## config.mk

```make
export PLATFORM = sky130hd
export DESIGN_NAME = ex_operand_stage_flat
export DESIGN_NICKNAME = d
export VERILOG_FILES = /design/src/rtl/ex_operand_stage_if.sv /design/src/rtl/ex_operand_stage.sv /design/src/flat_wrapper.sv
export SDC_FILE = /design/constraint.sdc
export NUM_CORES = 1
export LEC_CHECK = 0
export BUFFER_PORTS_ARGS = -buffer_cell sky130_fd_sc_hd__buf_2
export CORE_MARGIN = 3
export CORE_UTILIZATION = 40
export DETAILED_ROUTE_END_ITERATION = 16
export PLACE_DENSITY_LB_ADDON = 0.05
export SKIP_CTS_REPAIR_TIMING = 1
export SLEW_MARGIN = 20
export SYNTH_ARGS = -nofsm -noshare
export SYNTH_HDL_FRONTEND = slang
export SYNTH_SLANG_ARGS = --single-unit
export TNS_END_PERCENT = 20
```

## constraint.sdc

```tcl
create_clock -name i_clk -period 2 [get_ports i_clk]
set_input_delay 0.1 -clock i_clk [delete_from_list [all_inputs] [get_ports i_clk]]
set_output_delay 0.1 -clock i_clk [all_outputs]
set_load 0.02 [all_outputs]
```

## src/rtl/ex_operand_stage_if.sv

```systemverilog
// Bundle of ID-side, forwarding and EX-side signals around the ID/EX operand stage.
// The slave modport is the stage itself. The master modport is its environment.
interface ex_operand_stage_if #(
    parameter int unsigned XLEN = 32,
    parameter int unsigned RA_W = 5
);
    // Decode side
    logic            i_id_valid;
    logic            o_id_ready;
    logic [XLEN-1:0] i_id_pc;
    logic [XLEN-1:0] i_id_rs1_data;
    logic [XLEN-1:0] i_id_rs2_data;
    logic [XLEN-1:0] i_id_imm;
    logic [RA_W-1:0] i_id_rs1;
    logic [RA_W-1:0] i_id_rs2;
    logic [RA_W-1:0] i_id_rd;
    logic [12:0]     i_id_ctrl;
    logic            i_flush;

    // Forwarding sources
    logic [RA_W-1:0] i_mem_rd;
    logic            i_mem_we;
    logic [XLEN-1:0] i_mem_data;
    logic [RA_W-1:0] i_wb_rd;
    logic            i_wb_we;
    logic [XLEN-1:0] i_wb_data;

    // EX side
    logic            o_ex_valid;
    logic            i_ex_ready;
    logic [XLEN-1:0] o_op_a;
    logic [XLEN-1:0] o_op_b;
    logic [3:0]      o_op_sel;
    logic [1:0]      o_bool_op;
    logic            o_sub;
    logic            o_shift_dir;
    logic            o_cmp_sig;
    logic [XLEN-1:0] o_ex_pc;
    logic [RA_W-1:0] o_ex_rd;
    logic            o_ex_reg_we;
    logic            o_ex_is_load;
    logic [XLEN-1:0] o_ex_store_data;

    modport slave (
        input  i_id_valid, i_id_pc, i_id_rs1_data, i_id_rs2_data, i_id_imm,
        input  i_id_rs1, i_id_rs2, i_id_rd, i_id_ctrl, i_flush,
        input  i_mem_rd, i_mem_we, i_mem_data, i_wb_rd, i_wb_we, i_wb_data,
        input  i_ex_ready,
        output o_id_ready, o_ex_valid, o_op_a, o_op_b, o_op_sel, o_bool_op,
        output o_sub, o_shift_dir, o_cmp_sig, o_ex_pc, o_ex_rd, o_ex_reg_we,
        output o_ex_is_load, o_ex_store_data
    );

    modport master (
        output i_id_valid, i_id_pc, i_id_rs1_data, i_id_rs2_data, i_id_imm,
        output i_id_rs1, i_id_rs2, i_id_rd, i_id_ctrl, i_flush,
        output i_mem_rd, i_mem_we, i_mem_data, i_wb_rd, i_wb_we, i_wb_data,
        output i_ex_ready,
        input  o_id_ready, o_ex_valid, o_op_a, o_op_b, o_op_sel, o_bool_op,
        input  o_sub, o_shift_dir, o_cmp_sig, o_ex_pc, o_ex_rd, o_ex_reg_we,
        input  o_ex_is_load, o_ex_store_data
    );
endinterface

```

## src/rtl/ex_operand_stage.sv

```systemverilog
// ID/EX pipeline register with load-use bubble, flush, and MEM/WB operand forwarding.
// Presents ALU operands and registered control fields to EX under a valid/ready handshake.
module ex_operand_stage #(
    parameter int unsigned XLEN = 32,
    parameter int unsigned RA_W = 5
) (
    input logic                 i_clk,
    input logic                 i_rst_n,
    ex_operand_stage_if.slave   bus
);

    // Bit positions inside the 13-bit control word
    localparam int unsigned CtrlRegWe   = 0;
    localparam int unsigned CtrlIsLoad  = 1;
    localparam int unsigned CtrlBSelImm = 2;
    localparam int unsigned CtrlASelPc  = 3;
    localparam int unsigned CtrlCmpSig  = 4;
    localparam int unsigned CtrlShDir   = 5;
    localparam int unsigned CtrlSub     = 6;

    logic            valid_q, valid_d;
    logic [XLEN-1:0] pc_q, pc_d;
    logic [XLEN-1:0] rs1_data_q, rs1_data_d;
    logic [XLEN-1:0] rs2_data_q, rs2_data_d;
    logic [XLEN-1:0] imm_q, imm_d;
    logic [RA_W-1:0] rs1_q, rs1_d;
    logic [RA_W-1:0] rs2_q, rs2_d;
    logic [RA_W-1:0] rd_q, rd_d;
    logic [12:0]     ctrl_q, ctrl_d;

    logic            advance;
    logic            load_use;
    logic            accept;
    logic            wb_hit_id_rs1, wb_hit_id_rs2;
    logic            wb_hit_q_rs1, wb_hit_q_rs2;
    logic            mem_hit_q_rs1, mem_hit_q_rs2;
    logic [XLEN-1:0] fwd_rs1, fwd_rs2;

    // Handshake and hazard detection
    always_comb begin
        advance  = ~valid_q | bus.i_ex_ready;
        load_use = valid_q & ctrl_q[CtrlIsLoad] & (rd_q != '0) &
                   ((rd_q == bus.i_id_rs1) | (rd_q == bus.i_id_rs2));
        accept   = advance & bus.i_id_valid & ~load_use & ~bus.i_flush;
    end

    // Write-back hits, both against the offered sources and the held sources
    always_comb begin
        wb_hit_id_rs1 = bus.i_wb_we & (bus.i_wb_rd != '0) & (bus.i_wb_rd == bus.i_id_rs1);
        wb_hit_id_rs2 = bus.i_wb_we & (bus.i_wb_rd != '0) & (bus.i_wb_rd == bus.i_id_rs2);
        wb_hit_q_rs1  = bus.i_wb_we & (bus.i_wb_rd != '0) & (bus.i_wb_rd == rs1_q);
        wb_hit_q_rs2  = bus.i_wb_we & (bus.i_wb_rd != '0) & (bus.i_wb_rd == rs2_q);
        mem_hit_q_rs1 = bus.i_mem_we & (bus.i_mem_rd != '0) & (bus.i_mem_rd == rs1_q);
        mem_hit_q_rs2 = bus.i_mem_we & (bus.i_mem_rd != '0) & (bus.i_mem_rd == rs2_q);
    end

    always_comb begin
        valid_d    = valid_q;
        pc_d       = pc_q;
        rs1_data_d = rs1_data_q;
        rs2_data_d = rs2_data_q;
        imm_d      = imm_q;
        rs1_d      = rs1_q;
        rs2_d      = rs2_q;
        rd_d       = rd_q;
        ctrl_d     = ctrl_q;

        if (bus.i_flush) begin
            valid_d = 1'b0;
        end else if (accept) begin
            valid_d    = 1'b1;
            pc_d       = bus.i_id_pc;
            // WB retires in the same cycle the regfile is read, so its value is newer
            rs1_data_d = wb_hit_id_rs1 ? bus.i_wb_data : bus.i_id_rs1_data;
            rs2_data_d = wb_hit_id_rs2 ? bus.i_wb_data : bus.i_id_rs2_data;
            imm_d      = bus.i_id_imm;
            rs1_d      = bus.i_id_rs1;
            rs2_d      = bus.i_id_rs2;
            rd_d       = bus.i_id_rd;
            ctrl_d     = bus.i_id_ctrl;
        end else if (advance) begin
            valid_d = 1'b0;
        end else begin
            // Stalled: capture values retiring past us so they survive the stall
            if (wb_hit_q_rs1) begin
                rs1_data_d = bus.i_wb_data;
            end
            if (wb_hit_q_rs2) begin
                rs2_data_d = bus.i_wb_data;
            end
        end
    end

    always_ff @(posedge i_clk or negedge i_rst_n) begin
        if (!i_rst_n) begin
            valid_q    <= 1'b0;
            pc_q       <= '0;
            rs1_data_q <= '0;
            rs2_data_q <= '0;
            imm_q      <= '0;
            rs1_q      <= '0;
            rs2_q      <= '0;
            rd_q       <= '0;
            ctrl_q     <= '0;
        end else begin
            valid_q    <= valid_d;
            pc_q       <= pc_d;
            rs1_data_q <= rs1_data_d;
            rs2_data_q <= rs2_data_d;
            imm_q      <= imm_d;
            rs1_q      <= rs1_d;
            rs2_q      <= rs2_d;
            rd_q       <= rd_d;
            ctrl_q     <= ctrl_d;
        end
    end

    // MEM holds the younger result, so it wins over WB
    always_comb begin
        fwd_rs1 = mem_hit_q_rs1 ? bus.i_mem_data :
                  wb_hit_q_rs1  ? bus.i_wb_data  : rs1_data_q;
        fwd_rs2 = mem_hit_q_rs2 ? bus.i_mem_data :
                  wb_hit_q_rs2  ? bus.i_wb_data  : rs2_data_q;
    end

    always_comb begin
        bus.o_id_ready      = advance & ~load_use & ~bus.i_flush;
        bus.o_ex_valid      = valid_q;
        bus.o_op_a          = ctrl_q[CtrlASelPc]  ? pc_q  : fwd_rs1;
        bus.o_op_b          = ctrl_q[CtrlBSelImm] ? imm_q : fwd_rs2;
        bus.o_ex_store_data = fwd_rs2;
        bus.o_op_sel        = ctrl_q[12:9];
        bus.o_bool_op       = ctrl_q[8:7];
        bus.o_sub           = ctrl_q[CtrlSub];
        bus.o_shift_dir     = ctrl_q[CtrlShDir];
        bus.o_cmp_sig       = ctrl_q[CtrlCmpSig];
        bus.o_ex_pc         = pc_q;
        bus.o_ex_rd         = rd_q;
        bus.o_ex_reg_we     = ctrl_q[CtrlRegWe];
        bus.o_ex_is_load    = ctrl_q[CtrlIsLoad];
    end

endmodule

```

## src/flat_wrapper.sv

```systemverilog
// flat-port wrapper written by rule: the top's interface ports become plain ports
module ex_operand_stage_flat 
#(
    parameter int unsigned XLEN = 32,
    parameter int unsigned RA_W = 5
)
  (i_clk, i_rst_n, bus_i_id_valid, bus_i_id_pc, bus_i_id_rs1_data, bus_i_id_rs2_data, bus_i_id_imm, bus_i_id_rs1, bus_i_id_rs2, bus_i_id_rd, bus_i_id_ctrl, bus_i_flush, bus_i_mem_rd, bus_i_mem_we, bus_i_mem_data, bus_i_wb_rd, bus_i_wb_we, bus_i_wb_data, bus_i_ex_ready, bus_o_id_ready, bus_o_ex_valid, bus_o_op_a, bus_o_op_b, bus_o_op_sel, bus_o_bool_op, bus_o_sub, bus_o_shift_dir, bus_o_cmp_sig, bus_o_ex_pc, bus_o_ex_rd, bus_o_ex_reg_we, bus_o_ex_is_load, bus_o_ex_store_data);
  ex_operand_stage_if #(.XLEN(XLEN), .RA_W(RA_W)) bus_i ();
  input logic i_clk;
  input logic i_rst_n;
  input wire logic [$bits(bus_i.i_id_valid)-1:0] bus_i_id_valid;
  input wire logic [$bits(bus_i.i_id_pc)-1:0] bus_i_id_pc;
  input wire logic [$bits(bus_i.i_id_rs1_data)-1:0] bus_i_id_rs1_data;
  input wire logic [$bits(bus_i.i_id_rs2_data)-1:0] bus_i_id_rs2_data;
  input wire logic [$bits(bus_i.i_id_imm)-1:0] bus_i_id_imm;
  input wire logic [$bits(bus_i.i_id_rs1)-1:0] bus_i_id_rs1;
  input wire logic [$bits(bus_i.i_id_rs2)-1:0] bus_i_id_rs2;
  input wire logic [$bits(bus_i.i_id_rd)-1:0] bus_i_id_rd;
  input wire logic [$bits(bus_i.i_id_ctrl)-1:0] bus_i_id_ctrl;
  input wire logic [$bits(bus_i.i_flush)-1:0] bus_i_flush;
  input wire logic [$bits(bus_i.i_mem_rd)-1:0] bus_i_mem_rd;
  input wire logic [$bits(bus_i.i_mem_we)-1:0] bus_i_mem_we;
  input wire logic [$bits(bus_i.i_mem_data)-1:0] bus_i_mem_data;
  input wire logic [$bits(bus_i.i_wb_rd)-1:0] bus_i_wb_rd;
  input wire logic [$bits(bus_i.i_wb_we)-1:0] bus_i_wb_we;
  input wire logic [$bits(bus_i.i_wb_data)-1:0] bus_i_wb_data;
  input wire logic [$bits(bus_i.i_ex_ready)-1:0] bus_i_ex_ready;
  output wire logic [$bits(bus_i.o_id_ready)-1:0] bus_o_id_ready;
  output wire logic [$bits(bus_i.o_ex_valid)-1:0] bus_o_ex_valid;
  output wire logic [$bits(bus_i.o_op_a)-1:0] bus_o_op_a;
  output wire logic [$bits(bus_i.o_op_b)-1:0] bus_o_op_b;
  output wire logic [$bits(bus_i.o_op_sel)-1:0] bus_o_op_sel;
  output wire logic [$bits(bus_i.o_bool_op)-1:0] bus_o_bool_op;
  output wire logic [$bits(bus_i.o_sub)-1:0] bus_o_sub;
  output wire logic [$bits(bus_i.o_shift_dir)-1:0] bus_o_shift_dir;
  output wire logic [$bits(bus_i.o_cmp_sig)-1:0] bus_o_cmp_sig;
  output wire logic [$bits(bus_i.o_ex_pc)-1:0] bus_o_ex_pc;
  output wire logic [$bits(bus_i.o_ex_rd)-1:0] bus_o_ex_rd;
  output wire logic [$bits(bus_i.o_ex_reg_we)-1:0] bus_o_ex_reg_we;
  output wire logic [$bits(bus_i.o_ex_is_load)-1:0] bus_o_ex_is_load;
  output wire logic [$bits(bus_i.o_ex_store_data)-1:0] bus_o_ex_store_data;
  assign bus_i.i_id_valid = bus_i_id_valid;
  assign bus_i.i_id_pc = bus_i_id_pc;
  assign bus_i.i_id_rs1_data = bus_i_id_rs1_data;
  assign bus_i.i_id_rs2_data = bus_i_id_rs2_data;
  assign bus_i.i_id_imm = bus_i_id_imm;
  assign bus_i.i_id_rs1 = bus_i_id_rs1;
  assign bus_i.i_id_rs2 = bus_i_id_rs2;
  assign bus_i.i_id_rd = bus_i_id_rd;
  assign bus_i.i_id_ctrl = bus_i_id_ctrl;
  assign bus_i.i_flush = bus_i_flush;
  assign bus_i.i_mem_rd = bus_i_mem_rd;
  assign bus_i.i_mem_we = bus_i_mem_we;
  assign bus_i.i_mem_data = bus_i_mem_data;
  assign bus_i.i_wb_rd = bus_i_wb_rd;
  assign bus_i.i_wb_we = bus_i_wb_we;
  assign bus_i.i_wb_data = bus_i_wb_data;
  assign bus_i.i_ex_ready = bus_i_ex_ready;
  assign bus_o_id_ready = bus_i.o_id_ready;
  assign bus_o_ex_valid = bus_i.o_ex_valid;
  assign bus_o_op_a = bus_i.o_op_a;
  assign bus_o_op_b = bus_i.o_op_b;
  assign bus_o_op_sel = bus_i.o_op_sel;
  assign bus_o_bool_op = bus_i.o_bool_op;
  assign bus_o_sub = bus_i.o_sub;
  assign bus_o_shift_dir = bus_i.o_shift_dir;
  assign bus_o_cmp_sig = bus_i.o_cmp_sig;
  assign bus_o_ex_pc = bus_i.o_ex_pc;
  assign bus_o_ex_rd = bus_i.o_ex_rd;
  assign bus_o_ex_reg_we = bus_i.o_ex_reg_we;
  assign bus_o_ex_is_load = bus_i.o_ex_is_load;
  assign bus_o_ex_store_data = bus_i.o_ex_store_data;
  ex_operand_stage #(.XLEN(XLEN), .RA_W(RA_W)) u_core (.i_clk(i_clk), .i_rst_n(i_rst_n), .bus(bus_i));
endmodule
```

# After elaboration in Yosys (flattened, before gate mapping)

Cells that the tools add are included.

Output and inout bits: 146
Input port bits: 237
Logic and storage cells: 60
Flip-flop bits (word level): 157

Bitwise gates (word level): 21
Reduce and logical (&&, ||, !) cells: 6
Equal/unequal tests: 9
Mux-type cells: 15

Operators by type and width:

| cell                                 | number |
|---|---|
| two-way mux 32 bit                   | 12 |
| equality test 5 bit                  | 8 |
| bitwise AND 1 bit                    | 16 |
| nonzero test 5 bit                   | 3 |
| AND reduction 2 bit                  | 2 |
| two-way mux 1 bit                    | 3 |
| NOT 1 bit                            | 3 |
| nonzero test 3 bit                   | 1 |
| != test 2 bit, second input constant | 1 |
| OR 1 bit                             | 2 |

# Longest topological paths before layout

Gate-level depths: netlist of run 1.

Depth in word-level cells: 8
Depth in mapped cells: 9
Depth with buffers taken out: 6

# Worst setup path before layout of run 1

No wires, ideal clock.

Path kind: register to output
From: register u_core.rs2_q[4]
To: output bus_o_op_b[10]
Arrival time: 2.175 ns
Data required time: 1.900 ns
Cell stages (with the launch flop): 8
Setup slack: -0.275 ns
Buffers on the path: 2
Cell sequence: dfrtp_1 > xnor2_1 > nand3_1 > or4_1 > buf_2 > buf_1 > a21oi_1 > mux2_2

Longest elaborated chain between the ends: 5
Elaborated cells on any way between the ends: 7
Classes of those cells: 2 x eq/ne; 3 x mux; 2 x bitwise

Ends and longest elaborated chain:

| item                        | RTL line                | source |
|---|---|---|
| from (decl)                 | ex_operand_stage.sv:27  | `logic [RA_W-1:0] rs2_q, rs2_d;` |
| from (signal assigned)      | ex_operand_stage.sv:112 | `rs2_q <= rs2_d;` |
| equality test 5 bit         | ex_operand_stage.sv:52  | `wb_hit_q_rs2 = bus.i_wb_we & (bus.i_wb_rd != '0) & (bus.i_wb_rd == rs2_q);` |
| bitwise AND 1 bit           | ex_operand_stage.sv:52  |  |
| two-way mux 32 bit          | ex_operand_stage.sv:123 | `wb_hit_q_rs2 ? bus.i_wb_data : rs2_data_q;` |
| two-way mux 32 bit (*)      | ex_operand_stage.sv:122 | `fwd_rs2 = mem_hit_q_rs2 ? bus.i_mem_data :` |
| via bus_o_ex_store_data[10] | flat_wrapper.sv:41      | `output wire logic [$bits(bus_i.o_ex_store_data)-1:0] bus_o_ex_store_data;` |
| two-way mux 32 bit (*)      | ex_operand_stage.sv:130 | `bus.o_op_b = ctrl_q[CtrlBSelImm] ? imm_q : fwd_rs2;` |
| to (decl)                   | flat_wrapper.sv:31      | `output wire logic [$bits(bus_i.o_op_b)-1:0] bus_o_op_b;` |

Mark *: on every way through the listed nets, which the timed path passes. The rest lies on a longest branch.

# Final worst setup path of run 1

From: register u_core.rs2_q[2]
To: output bus_o_op_b[10]

Longest elaborated chain between the ends: 5
Elaborated cells on any way between the ends: 7
Classes of those cells: 2 x eq/ne; 3 x mux; 2 x bitwise

Ends and longest elaborated chain:

| item                   | RTL line |
|---|---|
| equality test 5 bit    | ex_operand_stage.sv:52 |
| bitwise AND 1 bit      | ex_operand_stage.sv:52 |
| two-way mux 32 bit     | ex_operand_stage.sv:123 |
| two-way mux 32 bit (*) | ex_operand_stage.sv:122 |
| two-way mux 32 bit (*) | ex_operand_stage.sv:130 |

Mark *: on every way between the ends. The rest lies on a longest branch, timed or not.

==> results.py, run 1 <==
metrics = {
    "outcome": {
        "status": "finished with violations",
        "violations": "negative setup slack",
    },
    "synthesis": {
        "ys_ff_latch": 157,
        "synth_fp_nets": 1324,
        "yosys_most_used_dff": "dfrtp_1",
        "ys_seq_area_share_pct": 41.2,
        "synth_top_area_share_pct": 41.2,
        "syn-cell-area_sq_um": 9530,
        "syn_avg_cell_area_sq_um": 8.77,
        "yosysTopAreaCell": "dfrtp_1",
        "synth_edf_count": 0,
        "yosysUniqueCellTypes": 42,
        "async_flop_share_pct": 100,
        "netlist_instances": 1087,
        "yosys_warnings": 0,
        "yosys-top-cells-area": "dfrtp_1 (41%), nand2_1 (15%), mux2i_1 (6.7%)",
    },
    "power_and_ir_drop": {
        "power_mw": 12.3,
        "p_int_mw": 7.85,
        "vdd_drop_max_v": 0.000434,
        "combPwrFrac_pct": 40.3,
        "p_sw_share_pct": 36.4,
        "p_per_area_nw_per_um2": 793,
        "switchingPower_mw": 4.49,
        "clkPwrFrac_pct": 26.8,
        "power_leakage_nw": 7.92,
        "p_seq_share_pct": 32.9,
    },
    "setup_path": {
        "cp_max_fo": 33,
        "timing.rr.start": "u_core.bus.o_ex_rd[1]",
        "startpoint_type": "flop",
        "required_ps": 1900,
        "r2r_end": "u_core.rs2_data_q[10]",
        "criticalPathCategory": "reg -> out",
        "reg2reg_depth": 9,
        "arrival_ps": 2640,
        "endpoint_kind": "output port",
        "worst-r2r-setup-slack_ps": -240,
    },
    "route": {
        "wl_met2_mm": 18.3,
        "wirelength_met1_mm": 15.4,
        "vias": 10200,
        "drc_errors": 0,
        "wirelength_mm": 36.8,
        "drtAntennaViolNets": 0,
        "routed.top_layer": "met5",
        "drt-initial-drc-count": 575,
        "post_drt_wl_per_cell_um": 18.4,
        "vias_per_cell": 5.08,
        "routed-wl-met3_mm": 2.18,
        "dr.pass1.iters": 5,
    },
    "grt": {
        "grt_pass1_vias": 9852,
        "grt_max_degree": 50,
        "grtUsageTotal_pct": 26.5,
        "grt_pass1_wl_mm": 54.3,
        "grt_overflow": 0,
        "antenna_found_initial": 6,
    },
    "cts": {
        "cts_tree": "yes",
        "cts.sinks": 157,
        "clockRootBuffer": "clkbuf_16",
        "clk_transition_reported_paths_ps": 80,
        "htreeDepth": 4,
        "cts_max_path_buffers": 2,
        "clk_latency_ps": 440,
        "cts_buffers": 17,
    },
    "timing": {
        "max-slew-margin-rel_pct": 34.1,
        "rsz0062_at_grt": "true",
        "setup_viol": 250,
        "setup_tns_ps": -75300,
        "setup_ws_ps": -737,
        "max_freq_mhz": 365,
        "hold_slack_ps": 5.53,
        "layout_min_cycle_time_ps": 2740,
        "finalHoldViolations": 0,
        "tightest_slew_ps": 979,
        "period_share_pct": 137,
        "fin_worst_skew_ps": 14.2,
        "slew_viol_final": 0,
    },
    "worst_hold_path": {
        "min_to": "u_core.rs2_data_q[4]",
        "holdPathStages": 2,
        "hold_path.startpoint": "bus_i_wb_data[4]",
        "hold_class": "in -> reg",
    },
    "layout": {
        "num-fill-cells": 1850,
        "drive_gt1_share_pct": 42.3,
        "area.growth.synth_to_final_pct": 63.2,
        "regArea_sq_um": 3930,
        "finish.utilization_pct": 67.5,
        "multi_input_area_sq_um": 5820,
        "final_nets": 1909,
    },
    "die": {
        "ios": 383,
        "die_x_um": 160,
        "die_area_sq_um": 25700,
        "die_y_um": 160,
        "design.core.area_sq_um": 23100,
        "initial_core_util_pct": 41.3,
        "core.rowCount": 55,
    },
    "placement": {
        "gp_congestion": 0.846,
        "dp_slack_ps": -568,
        "post-dp-hpwl_mm": 25.4,
        "io_buffer_count": 382,
    },
    "run": {
        "max_cap_viol_count": 0,
    },
}
[layout by cell type, fill, tap and decap left out, types with 4 or more instances in the layout]
master           n
a21oi_4         30
a221o_1         32
a22o_1          29
a31oi_1         28
and3_1          32
buf_12          29
buf_2          371
buf_4           87
buf_6           16
clkbuf_16       17
dfrtp_1        153
dfrtp_2          4
diode_2          5
dlygate4sd3_1  153
inv_6            8
mux2_2          32
mux2_4          31
mux2i_1         41
mux2i_2         18
mux2i_4          5
nand2_1        371
nand2_2          7
nand2b_1        28
nand3_1          4
nor2_1          17
nor2_2          22
o21ai_1         34
xnor2_1         19
xor2_1          21
[final cells by class]
type,instances,area share [%]
tap,313,2.52
sequential,157,25.3
multi-input combinational,838,37.4
antenna,5,0.0804
clock inverter,15,0.957
inverter,1,0.0241
timing repair buffer,657,31.0
clock buffer,17,2.73
[power groups by stage]
stage | registers, mW | clock network (mW) | logic, mW
after global routing | 4.12 | 3.52 | 5.36
after global placement | 4.07 | 0 | 4.48
after detailed placement | 4.07 | 0 | 4.52
final | 4.05 | 3.31 | 4.97
after CTS | 4.03 | 3.35 | 4.53
after floorplan | 4.17 | 0 | 2.71
[layer usage]
| layer | up-vias | GRT usage (%) |
|---|---|---|
| met2 | 407 | 44.1 |
| met3 | 60 | 6.81 |
| met5 | - | 0 |
| li1 | 4871 | - |
| met1 | 4845 | 33.6 |
| met4 | 2 | 9.19 |
[how the worst max path moves through the flow]
stage / startpoint / cells after the start / end
global placement: u_core.rs1_q[3] / 8 / bus_o_op_a[5]
floorplan: u_core.rs2_q[4] / 6 / bus_o_op_b[10]
CTS: u_core.rs1_q[0] / 9 / bus_o_op_a[12]
global route: u_core.rs2_q[4] / 8 / bus_o_op_b[29]
detailed placement: u_core.rs1_q[0] / 9 / bus_o_op_a[12]
finish: u_core.rs2_q[2] / 8 / bus_o_op_b[10]
[registers in the layout (all words and copies together) (netlist names)]
name                   count
u_core.bus.o_ex_pc        32
u_core.imm_q              32
u_core.rs1_data_q         32
u_core.rs2_data_q         32
u_core.ctrl_q             13
u_core.bus.o_ex_rd         5
u_core.rs1_q               5
u_core.rs2_q               5
u_core.bus.o_ex_valid      1
[kinds of logic after synthesis]
kind of cell / count (synthesis) / synth area share (%)
DFF: 157 / 41.2
AOI/OAI and AO/OA: 169 / 12.6
and+or+nand+nor: 501 / 22.2
muxes: 128 / 15.3
buffers and inverters: 92 / 4.91
xor gates and xnor gates: 40 / 3.68
[metrics by stage]
step	instance area, sq um	std cells
5_1_grt	15600	2003
3_5_place_dp	13000	1804
3_3_place_gp	13000	1803
6_report	15600	2003
4_1_cts	13500	1836
2_1_floorplan	9890	1087
[cell usage after synthesis, types with 2 or more instances]
cell and number:
xor2_1 21, nor2_1 42, a31o_2 2, a221o_1 32
a21oi_1 32, nor3_1 2, xnor2_1 19, a22o_1 29
nand3_1 5, o21ai_0 3, buf_4 9, dfrtp_1 157
nand2b_1 29, mux2_2 34, buf_6 7, o21ai_1 33
nor4_1 3, mux2_1 3, buf_1 5, or4_1 4
nand2_1 378, a31oi_1 29, o21a_1 2, mux2i_1 64
and3_1 32, buf_2 29, clkbuf_1 41, mux2_4 27
[critical path: stages, from the launching register on]
cell     delay (ps)
dfrtp_1         430
xnor2_1         180
nand3_1          90
or4_4           570
buf_12          210
nor2_2          190
a21oi_4          60
mux2_2          270
buf_2           160
Note: power is estimated with default switching activity, not from simulation.
==> run 2, diff against run 1 <==
--- a/config.mk
+++ b/config.mk
@@ -7,7 +7,7 @@
 export LEC_CHECK = 0
 export BUFFER_PORTS_ARGS = -buffer_cell sky130_fd_sc_hd__buf_2
 export CORE_MARGIN = 3
-export CORE_UTILIZATION = 40
+export CORE_UTILIZATION = 35
 export DETAILED_ROUTE_END_ITERATION = 16
 export PLACE_DENSITY_LB_ADDON = 0.05
 export SKIP_CTS_REPAIR_TIMING = 1
==> results.py, run 2 (same netlist as run 1, synthesis figures left out) <==
metrics = {
    "timing": {
        "rsz0062_at_grt": "true",
        "setup_viol": 253,
        "tightest_slew_ps": 939,
        "period_share_pct": 140,
        "setup_ws_ps": -802,
        "max_freq_mhz": 357,
        "fin_worst_skew_ps": 16.3,
        "max-slew-margin-rel_pct": 37.2,
        "setup_tns_ps": -92320,
        "slew_viol_final": 0,
        "layout_min_cycle_time_ps": 2800,
        "finalHoldViolations": 0,
    },
    "grt": {
        "grt_pass1_wl_mm": 54.3,
        "grtUsageTotal_pct": 23.7,
        "antenna_found_initial": 5,
        "grt_overflow": 0,
        "grt_pass1_vias": 9597,
        "grt_max_degree": 58,
    },
    "layout": {
        "area.growth.synth_to_final_pct": 64.3,
        "num-fill-cells": 2382,
        "final_nets": 1900,
        "final_cell_mix": "nand2_1 (378), buf_2 (354), dfrtp_1 (152)",
        "multi_input_area_sq_um": 5800,
        "final_cell_count_no_fill": 2013,
        "final_common_cell": "nand2_1",
        "regArea_sq_um": 3940,
        "drive_gt1_share_pct": 41.7,
    },
    "route": {
        "drt-initial-drc-count": 544,
        "post_drt_wl_per_cell_um": 18.5,
        "drc_errors": 0,
        "drtAntennaViolNets": 0,
        "dr.pass1.iters": 5,
        "vias": 10000,
        "wirelength_mm": 37.2,
        "vias_per_cell": 4.98,
    },
    "die": {
        "ios": 383,
        "die_y_um": 171,
        "die_area_sq_um": 29200,
        "die_x_um": 171,
        "design.core.area_sq_um": 26400,
        "core.rowCount": 59,
        "initial_core_util_pct": 36.1,
    },
    "cts": {
        "htreeDepth": 4,
        "cts_max_path_buffers": 2,
        "cts_buffers": 17,
        "clk_latency_ps": 420,
        "cts_tree": "yes",
        "cts.sinks": 157,
        "clk_transition_reported_paths_ps": 70,
        "clockRootBuffer": "clkbuf_16",
    },
    "placement": {
        "dp_slack_ps": -577,
        "gp_congestion": 0.865,
        "io_buffer_count": 382,
        "post-dp-hpwl_mm": 25.7,
        "dp.cells": 1823,
    },
    "outcome": {
        "violations": "negative setup slack",
        "status": "finished with violations",
    },
    "power_and_ir_drop": {
        "power_leakage_nw": 7.95,
        "p_per_area_nw_per_um2": 813,
        "vdd_drop_max_v": 0.000620,
    },
    "setup_path": {
        "endpoint_kind": "output port",
        "criticalPathCategory": "reg -> out",
        "worst-r2r-setup-slack_ps": -490,
        "required_ps": 1900,
        "cp_max_fo": 7,
        "reg2reg_depth": 5,
        "arrival_ps": 2700,
        "startpoint_type": "flop",
    },
    "run": {
        "max_cap_viol_count": 0,
    },
    "worst_hold_path": {
        "holdPathStages": 4,
        "hold_class": "in -> reg",
    },
}
==> run 2: critical path, cell delays in order (launching register included) <==
cell and delay [ps]:
dfrtp_1 420, xnor2_1 160, nand3_1 140, nor4_4 310, buf_6 200, clkbuf_16 190
mux2i_1 340, a21oi_4 90, mux2_2 260, buf_2 160
==> run 2: through the flow <==
step / hold WS, ps / utilization [%] / total power, mW / area, sq um
floorplan: -196 / - / 6.88 / 9890
global placement: 126 / 48.9 / 8.58 / 12900
detailed placement: 128 / 49.0 / 8.60 / 12900
CTS: -332 / 51.4 / 12.3 / 13600
global route: 0.838 / 59.2 / 13.4 / 15700
finish: 4.04 / 59.2 / 12.7 / 15700
==> run 2: worst paths after layout <==
kind,endpoint,from
max reg2reg,u_core.rs2_data_q[5],u_core.bus.o_ex_rd[3]
max in group asynchronous,u_core.rs2_data_q[21],i_rst_n
max,bus_o_op_b[19],u_core.rs2_q[1]
min reg2reg,u_core.imm_q[1],u_core.imm_q[1]
min,u_core.rs2_q[0],bus_i_id_rs2[0]
min in group asynchronous,u_core.bus.o_ex_pc[6],i_rst_n
==> run 2: cell type report <==
cell class,instances,area share [%]
flip-flops and latches,157,25.1
well taps,335,2.68
inverters,1,0.0240
diodes,3,0.0480
clock buffers,19,2.83
multi-input cells,838,37.0
clock inverters,12,1.18
repair buffers,648,31.1
==> run 2: where the power goes <==
group / total [mW] / internal [mW] / switching, mW
logic: 5.06 / 2.47 / 2.59
clock network: 3.62 / 2.14 / 1.47
registers: 4.06 / 3.71 / 0.351
total: 12.7 / 8.32 / 4.41
==> run 2: routing by layer <==
| layer | track usage (%) | vias to the layer above | routed length (um) |
|---|---|---|---|
| met3 | 5.04 | 35 | 1980 |
| met2 | 40.7 | 318 | 18500 |
| met4 | 5.81 | 4 | 558 |
| met1 | 30.7 | 4813 | 16100 |
| met5 | 0 | - | 27 |
| li1 | - | 4849 | - |
==> run 3, diff against run 2 <==
--- a/config.mk
+++ b/config.mk
@@ -5,10 +5,10 @@
 export SDC_FILE = /design/constraint.sdc
 export NUM_CORES = 1
 export LEC_CHECK = 0
-export BUFFER_PORTS_ARGS = -buffer_cell sky130_fd_sc_hd__buf_2
 export CORE_MARGIN = 3
-export CORE_UTILIZATION = 35
+export CORE_UTILIZATION = 45
 export DETAILED_ROUTE_END_ITERATION = 16
+export DONT_BUFFER_PORTS = 1
 export PLACE_DENSITY_LB_ADDON = 0.05
 export SKIP_CTS_REPAIR_TIMING = 1
 export SLEW_MARGIN = 20
==> results.py, run 3 (same netlist as run 1, synthesis figures left out) <==
metrics = {
    "cts": {
        "htreeDepth": 4,
        "cts_tree": "yes",
        "clk_latency_ps": 430,
        "clockRootBuffer": "clkbuf_16",
        "cts_buffers": 17,
        "cts_max_path_buffers": 2,
        "clk_transition_reported_paths_ps": 70,
        "cts.sinks": 157,
    },
    "grt": {
        "grt_overflow": 0,
        "antenna_found_initial": 1,
        "grt_use_met3_pct": 8.45,
        "grt_pass1_vias": 8208,
        "grt_max_degree": 158,
        "grt_pass1_wl_mm": 47.1,
        "use_met1_pct": 32.3,
        "grtUsageTotal_pct": 26.7,
        "met2_usage_pct": 46.4,
        "grt.busiest_layer": "met2",
    },
    "run": {
        "max_cap_viol_count": 0,
    },
    "timing": {
        "hold_slack_ps": -643,
        "setup_ws_ps": -668,
        "tightest_slew_ps": 1010,
        "finalHoldViolations": 162,
        "period_share_pct": 133,
        "setup_viol": 226,
        "max_freq_mhz": 375,
        "setup_tns_ps": -75800,
        "slew_viol_final": 0,
        "fin_worst_skew_ps": 10.6,
        "max-slew-margin-rel_pct": 32.7,
        "layout_min_cycle_time_ps": 2670,
        "rsz0062_at_grt": "true",
    },
    "setup_path": {
        "cp_slowest_stage_delay_ps": 580,
        "critPathBufInv": 1,
        "reg2reg_depth": 5,
        "required_ps": 1900,
        "startpoint_type": "flop",
        "arrival_ps": 2570,
        "criticalPathCategory": "reg -> out",
        "critPathTopFamily": "simple AND/OR/NAND/NOR gates",
        "endpoint_kind": "output port",
        "worst-r2r-setup-slack_ps": -460,
        "timing.rr.start": "u_core.bus.o_ex_rd[0]",
        "r2r_end": "u_core.rs2_data_q[5]",
        "crit_chain": "xnor2_1 -> nand3_1 -> or4_4 -> buf_12 -> nor2_1 -> a21oi_4 -> mux2_2",
        "cp_max_fo": 28,
        "slowest_stage": "or4_4",
    },
    "route": {
        "dr.pass1.iters": 5,
        "vias_per_cell": 5.57,
        "wirelength_mm": 35.2,
        "drt-initial-drc-count": 477,
        "drtAntennaViolNets": 0,
        "drc_errors": 0,
        "post_drt_wl_per_cell_um": 21.7,
        "vias": 9033,
    },
    "layout": {
        "regArea_sq_um": 3930,
        "final_common_cell": "nand2_1",
        "final_cell_count_no_fill": 1623,
        "final_nets": 1576,
        "fin_area_sq_um": 14000,
        "area.growth.synth_to_final_pct": 47.0,
        "num-fill-cells": 1614,
        "multi_input_area_sq_um": 5880,
        "finish.utilization_pct": 68.4,
        "drive_gt1_share_pct": 27.4,
        "final_cell_mix": "nand2_1 (378), dlygate4sd3_1 (160), dfrtp_1 (153)",
    },
    "power_and_ir_drop": {
        "p_sw_share_pct": 34.9,
        "combPwrFrac_pct": 36.1,
        "p_seq_share_pct": 35.7,
        "vdd_drop_max_v": 0.000496,
        "clkPwrFrac_pct": 28.2,
        "p_int_mw": 7.80,
        "p_per_area_nw_per_um2": 855,
        "switchingPower_mw": 4.18,
        "power_leakage_nw": 6.56,
    },
    "placement": {
        "dpl_cell_area_sq_um": 11300,
        "post-dp-hpwl_mm": 22.8,
        "dp.cells": 1417,
        "gp_congestion": 0.806,
        "io_buffer_count": 0,
    },
    "outcome": {
        "status": "finished with violations",
        "violations": "negative hold slack, negative setup slack",
    },
    "die": {
        "die_x_um": 152,
        "die_y_um": 152,
        "initial_core_util_pct": 46.5,
        "ios": 383,
        "core.rowCount": 52,
        "design.core.area_sq_um": 20500,
        "die_area_sq_um": 23000,
    },
    "worst_hold_path": {
        "hold_class": "in -> async",
    },
}
==> run 3: changes by cell type in the layout (fill, tap and decap cells not counted), moves of 4 or more <==
cell | previous run | this run
buf_2 | 354 | 0
buf_4 | 83 | 124
buf_6 | 35 | 7
dlygate4sd3_1 | 144 | 160
nor2_1 | 29 | 20
o21ai_1 | 35 | 26
nor2_2 | 12 | 20
o21ai_2 | 0 | 6
nand2b_1 | 24 | 29
nand2b_4 | 5 | 0
clkinv_4 | 0 | 4
mux2_2 | 32 | 28
mux2_4 | 32 | 36
==> run 3: stage by stage <==
stage	hold WS [ps]	setup WS, ps	power (mW)
global placement	-192	-399	8.04
floorplan	-196	-145	6.88
finish	-643	-668	12.0
detailed placement	-192	-432	8.09
global route	-662	-754	12.5
CTS	-655	-737	11.5
==> run 3: how the worst max path moves through the flow <==
stage                               start                     to  slack, ps  depth (start not counted)
floorplan                 u_core.rs2_q[4]         bus_o_op_b[10]       -140                          6
global placement    u_core.bus.o_ex_rd[0]  u_core.rs2_data_q[17]       -400                          5
detailed placement  u_core.bus.o_ex_rd[0]  u_core.rs2_data_q[23]       -430                          5
CTS                       u_core.rs1_q[4]          bus_o_op_a[8]       -740                          9
global route              u_core.rs2_q[2]         bus_o_op_b[18]       -750                          7
finish                    u_core.rs2_q[1]         bus_o_op_b[18]       -670                          7
==> run 3: power groups by stage <==
| stage | registers, mW | logic (mW) | clock network [mW] |
|---|---|---|---|
| global route | 4.34 | 4.61 | 3.55 |
| detailed placement | 4.29 | 3.80 | 0 |
| floorplan | 4.17 | 2.71 | 0 |
| finish | 4.28 | 4.32 | 3.38 |
| global placement | 4.29 | 3.75 | 0 |
| CTS | 4.25 | 3.81 | 3.41 |
==> run 3: cell type report <==
class	count	area share (%)
diodes	1	0.0179
repair buffers	324	23.3
well taps	270	2.41
clock buffers	21	3.29
clock inverters	11	0.956
flip-flops and latches	157	28.1
inverters	1	0.0268
multi-input cells	838	41.9
==> run 3: layer usage <==
metal  part of all wire (%)  routed length, um
met5                      0                  0
met4                    1.9                652
met3                    7.4               2620
met2                     51              18100
met1                     39              13900
